--- config.mk ---
export PLATFORM = sky130hd
export DESIGN_NAME = alu_operand_recovery
export DESIGN_NICKNAME = d
export VERILOG_FILES = /design/src/rtl/alu_operand_recovery.sv
export SDC_FILE = /design/constraint.sdc
export NUM_CORES = 1
export LEC_CHECK = 0
export CORE_MARGIN = 5
export CORE_UTILIZATION = 55
export DETAILED_ROUTE_END_ITERATION = 8
export PLACE_DENSITY = 0.75
export SYNTH_ARGS = -nofsm -noshare
export SYNTH_HDL_FRONTEND = slang
export SYNTH_SLANG_ARGS = --single-unit
export TNS_END_PERCENT = 5
--- constraint.sdc ---
create_clock -name clk -period 6.7 [get_ports clk]
set_input_delay 1.34 -clock clk [delete_from_list [all_inputs] [get_ports clk]]
set_output_delay 1.34 -clock clk [all_outputs]
set_load 0.01 [all_outputs]
--- src/rtl/alu_operand_recovery.sv ---
`default_nettype none
// ============================================================================
// Module  : alu_operand_recovery
// Brief   : Recovers operand A of the 4-bit ALU from result Y, select S and B,
//           with a restoring divider to invert the multiply.
// Revision: 1.0
// ============================================================================
module alu_operand_recovery #(
    parameter int INPUT_WIDTH  = 4,
    parameter int OUTPUT_WIDTH = 8,
    parameter int SELECT_WIDTH = 2
) (
    input  logic                    clk,
    input  logic                    rst,
    input  logic                    in_valid,
    output logic                    in_ready,
    input  logic [OUTPUT_WIDTH-1:0] Y,
    input  logic [INPUT_WIDTH-1:0]  B,
    input  logic [SELECT_WIDTH-1:0] S,
    output logic                    out_valid,
    input  logic                    out_ready,
    output logic [INPUT_WIDTH-1:0]  A_out,
    output logic                    err
);

    localparam logic [1:0] c_IDLE = 2'd0;
    localparam logic [1:0] c_DIV  = 2'd1;
    localparam logic [1:0] c_DONE = 2'd2;

    localparam logic [1:0] c_OP_ADD = 2'b00;
    localparam logic [1:0] c_OP_MUL = 2'b01;
    localparam logic [1:0] c_OP_SHL = 2'b10;
    localparam logic [1:0] c_OP_CAT = 2'b11;

    logic [1:0] r_state;
    logic [1:0] w_next_state;
    logic       r_rdy_en;
    logic [7:0] r_q;
    logic [3:0] r_div;
    logic [8:0] r_rem;
    logic [3:0] r_cnt;
    logic [3:0] r_a;
    logic       r_err;
    logic       r_out_valid;

    logic       w_accept;
    logic       w_is_div;
    logic [8:0] w_diff;
    logic [7:0] w_shr;
    logic [7:0] w_mask;
    logic [3:0] w_acc_a;
    logic       w_acc_err;
    logic [8:0] w_rem_sh;
    logic       w_ge;
    logic [8:0] w_rem_nx;
    logic [7:0] w_q_nx;
    logic       w_div_last;

    assign w_accept = in_valid && in_ready;
    assign w_is_div = (S == c_OP_MUL) && (B != 4'd0);

    // Closed-form inverses for the single-cycle operations
    assign w_diff = {1'b0, Y} - {5'd0, B};
    assign w_shr  = Y >> B[2:0];
    assign w_mask = (8'd1 << B[2:0]) - 8'd1;

    always_comb begin
        w_acc_a   = 4'd0;
        w_acc_err = 1'b0;
        case (S)
            c_OP_ADD: begin
                w_acc_a   = w_diff[3:0];
                w_acc_err = w_diff[8] || (w_diff[7:0] > 8'd15);
            end
            c_OP_MUL: begin
                w_acc_err = (Y != 8'd0);
            end
            c_OP_SHL: begin
                if (B[3]) begin
                    w_acc_err = (Y != 8'd0);
                end else begin
                    w_acc_a   = w_shr[3:0];
                    w_acc_err = (w_shr[7:4] != 4'd0) || ((Y & w_mask) != 8'd0);
                end
            end
            c_OP_CAT: begin
                w_acc_a   = Y[7:4];
                w_acc_err = (Y[3:0] != B);
            end
            default: begin
                w_acc_a   = 4'd0;
                w_acc_err = 1'b0;
            end
        endcase
    end

    // One restoring-division step; r_q shifts the dividend out and the quotient in
    assign w_rem_sh   = {r_rem[7:0], r_q[7]};
    assign w_ge       = (w_rem_sh >= {5'd0, r_div});
    assign w_rem_nx   = w_ge ? (w_rem_sh - {5'd0, r_div}) : w_rem_sh;
    assign w_q_nx     = {r_q[6:0], w_ge};
    assign w_div_last = (r_cnt == 4'd7);

    always_ff @(posedge clk) begin
        if (rst) begin
            r_state <= c_IDLE;
        end else begin
            r_state <= w_next_state;
        end
    end

    always_comb begin
        w_next_state = r_state;
        case (r_state)
            c_IDLE: begin
                if (w_accept) begin
                    w_next_state = w_is_div ? c_DIV : c_DONE;
                end
            end
            c_DIV: begin
                if (w_div_last) begin
                    w_next_state = c_DONE;
                end
            end
            c_DONE: begin
                if (r_out_valid && out_ready) begin
                    w_next_state = c_IDLE;
                end
            end
            default: w_next_state = c_IDLE;
        endcase
    end

    always_comb begin
        in_ready = (r_state == c_IDLE) && r_rdy_en;
    end

    always_ff @(posedge clk) begin
        if (rst) begin
            r_rdy_en    <= 1'b0;
            r_q         <= 8'd0;
            r_div       <= 4'd0;
            r_rem       <= 9'd0;
            r_cnt       <= 4'd0;
            r_a         <= 4'd0;
            r_err       <= 1'b0;
            r_out_valid <= 1'b0;
        end else begin
            r_rdy_en <= 1'b1;
            case (r_state)
                c_IDLE: begin
                    if (w_accept) begin
                        r_q   <= Y;
                        r_div <= B;
                        r_rem <= 9'd0;
                        r_cnt <= 4'd0;
                        if (!w_is_div) begin
                            r_a   <= w_acc_a;
                            r_err <= w_acc_err;
                        end
                    end
                end
                c_DIV: begin
                    r_q   <= w_q_nx;
                    r_rem <= w_rem_nx;
                    r_cnt <= r_cnt + 4'd1;
                    if (w_div_last) begin
                        r_a   <= w_q_nx[3:0];
                        r_err <= (w_q_nx[7:4] != 4'd0) || (w_rem_nx != 9'd0);
                    end
                end
                c_DONE: begin
                    // Valid rises one edge after DONE is entered and drops on handshake
                    if (!r_out_valid) begin
                        r_out_valid <= 1'b1;
                    end else if (out_ready) begin
                        r_out_valid <= 1'b0;
                    end
                end
                default: r_out_valid <= 1'b0;
            endcase
        end
    end

    assign out_valid = r_out_valid;
    assign A_out     = r_a;
    assign err       = r_err;

endmodule
`default_nettype wire

==> flow_summary.ini <==
[worst_hold_path]
min-delay-start = r_div[3]
min_path_cells = 2
worst_hold_path_type = register to register
hold-path-endpoint = r_div[3]

[cells_and_area]
fill_cells = 372
drive_gt1_share_pct = 5.71
insertedDiodeCount = 0
synthToLayoutAreaGrowth_pct = 14.7
nNetsFinal = 343
seqCellArea_um2 = 661
fin_util_pct = 65.5
multiInputGateArea_um2 = 1490

[timing]
layout_min_cycle_time_ns = 3.79
drv_slew = 0
setup_viol_count_final = 0
fmaxAchievable_ghz = 0.264
hold_viol_final = 0
post-route-period-util_pct = 56.6
maxSlewHeadroom_pct = 42.5
tightest_slew_ns = 0.862
fin_skew_ns = 0.00503
rsz0062_at_grt = false
tns_ns = 0
hold_ws_ns = 0.457

[clocking]
clockBufferDepth = 2
htree_levels = 2
postCtsSetupBuffers = 0
cts_tree = yes
post_cts_resized = 0
cts_num_sinks = 33
clk_pin_slew_ns = 0.07
cts_made_buffers = 5
insertion_delay_ns = 0.29
cts-hold-fix-buffers = 0
cts_root_buf = clkbuf_8

[global_route]
grt_max_degree = 33
antenna_found_initial = 0
grt_pass1_vias = 2091
grt_pass1_wl_um = 10200
grt.total_usage_pct = 23.4
gr-total-overflow = 0

[synthesis]
async_flop_share_pct = 0
synth_area_per_cell_um2 = 7.59
synth_edf_count = 0
netlist.area_leader.share_pct = 28.7
ys_warn_count = 0
seq_area_frac_synth_pct = 28.7
syn_inst = 303
synth_cell_type_count = 56
yosys.area.top_type = dfxtp_1
ys.flop_type = dfxtp_1
syn_area_um2 = 2300
synth-seq-cells = 33
synthTopCellsByArea = dfxtp_1 (29%), a21oi_1 (5.9%), nand2_1 (5.5%)
syn_nets = 332

[placement]
port-buffer-count = 24
hpwl_um = 4300
gp_congestion = 0.921

[worst_setup_path]
regToRegSetupSlack_ns = 4.07
slowest_stage = clkdlybuf4s50_1
crit_path_start_kind = primary input
worstPathArrival_ns = 3.94
reg2regPathDepth = 8
cp_top_family = buffers and inverters
worst_r2r_endpoint = err
critical_path_class = primary input to register
crit_cells = 9
reg2reg_from = r_div[1]
path_max_fanout = 14
cp_cell_sequence = clkdlybuf4s50_1, inv_1, ha_1, nand2_1, o21ai_0, a21oi_1, or4_1, o2111ai_1, o32ai_1
cp_slowest_stage_delay_ns = 0.84
worstPathRequired_ns = 6.85
crit_path_end_kind = register
worst-path-buf-inv = 2

[floorplan]
dieArea_um2 = 5580
die_x_um = 74.7
io_pins = 25
core_um2 = 4030
start_util_pct = 57.1
die_h_um = 74.7
rows = 23

[pwr]
switching_power_w = 0.000159
p_leak_nw = 0.989
p_per_area_nw_per_um2 = 208
p_seq_share_pct = 39.0
comb_power_share_pct = 25.6
power_switching_share_pct = 29.0
peakVddDrop_mv = 0.139
power.internal_w = 0.000389
clkPwrFrac_pct = 35.3

[route]
drt_iter0_markers = 151
drt-total-wl_um = 5900
wire_per_inst_um = 16.2
num_vias = 2278
drc = 0
viasPerCell = 6.24
ant_nets = 0
firstDrtPassIters = 4

[run_status]
status = complete, no violations

[run]
max_cap_viol_count = 0
## registers in the layout, indices dropped and copies added (netlist names)
signal	count
r_rdy_en	1
r_state	2
r_q	8
r_cnt	4
err	1
A_out	4
r_rem	8
out_valid	1
r_div	4
## cells in the mapped netlist, types with 2 or more instances
library cell,instances
a211oi_1,7
a21o_1,3
a21oi_1,27
a221oi_1,2
a222oi_1,5
a311oi_1,4
a31oi_1,8
and3_1,3
buf_1,2
buf_2,4
clkbuf_1,14
dfxtp_1,33
fa_1,2
ha_1,9
inv_1,15
mux2i_1,9
nand2_1,34
nand2b_1,4
nand3_1,14
nand3b_1,2
nand4_1,2
nor2_1,30
nor2b_1,3
nor3_1,10
nor4_1,3
o2111ai_1,3
o211ai_1,4
o21ai_0,11
o31ai_1,2
or3_1,2
or4_1,2
xnor2_1,5
xor2_1,2
## how the worst max path moves through the flow
stage,start,endpoint,slack [ns]
2_1_floorplan,B[1],err,3.47
3_3_place_gp,B[1],err,2.71
3_5_place_dp,B[1],err,2.64
4_1_cts,B[1],err,2.94
5_1_grt,B[1],err,2.73
6_report,B[1],err,2.91
## per-layer routing
layer	part of all wire, %	global-route usage [%]	up-vias
met4	1.3	7.91	0
met5	0	0	-
met2	46	36.4	74
met1	47	32.9	1067
met3	5.8	4.14	6
li1	-	-	1131
## kinds of logic after synthesis
logic type / synth area share (%)
and+or+nand+nor: 24.7
AOI/OAI and AO/OA: 24.6
buffers and inverters: 6.63
DFF: 28.7
muxes: 6.04
adders and majority gates: 6.63
xor gates and xnor gates: 2.66
## worst reg2reg max path, stage by stage (launching register included)
cell	delay, ns
dfxtp_1	0.33
inv_1	0.07
ha_1	0.30
or2b_2	0.31
a21oi_1	0.40
or2_1	0.45
o2111ai_1	0.19
nor4_1	0.31
o32ai_1	0.13
## placed cells by master, fill, tap and decap left out, drive strengths merged, types with 4 or more instances in the layout
cell            n
inv            15
a211oi          7
nor3           10
nor2           30
clkdlybuf4s50  24
nand3          14
ha              9
nand2b          4
xnor2           5
a31oi           8
dfxtp          33
mux2i           9
a21oi          28
o21ai          11
a311oi          4
a222oi          5
clkbuf          7
nand2          35
o211ai          4
## cell type report
type	count	area share, %
sequential	33	25.0
clock buffer	7	3.27
inverter	15	2.13
timing repair buffer	26	9.67
tap	50	2.37
multi-input combinational	233	56.4
clock inverter	1	1.14
## power by group through the flow
stage / Clock, W / Combinational, W / Sequential [W]
after global routing: 0.000206 / 0.000156 / 0.000215
after CTS: 0.000198 / 0.000140 / 0.000214
final: 0.000194 / 0.000140 / 0.000214
after floorplan: 0 / 0.0000982 / 0.000217
after detailed placement: 0 / 0.000139 / 0.000218
after global placement: 0 / 0.000137 / 0.000217
## through the flow
stage	worst slack [ns]	instance area [µm²]	instances	power, W
after floorplan	3.47	2300	303	0.000315
after global placement	2.71	2520	357	0.000355
after detailed placement	2.64	2520	357	0.000357
after CTS	2.94	2640	365	0.000551
after global routing	2.73	2640	365	0.000577
final	2.91	2640	365	0.000548
Note: power is estimated with default switching activity, not from simulation.
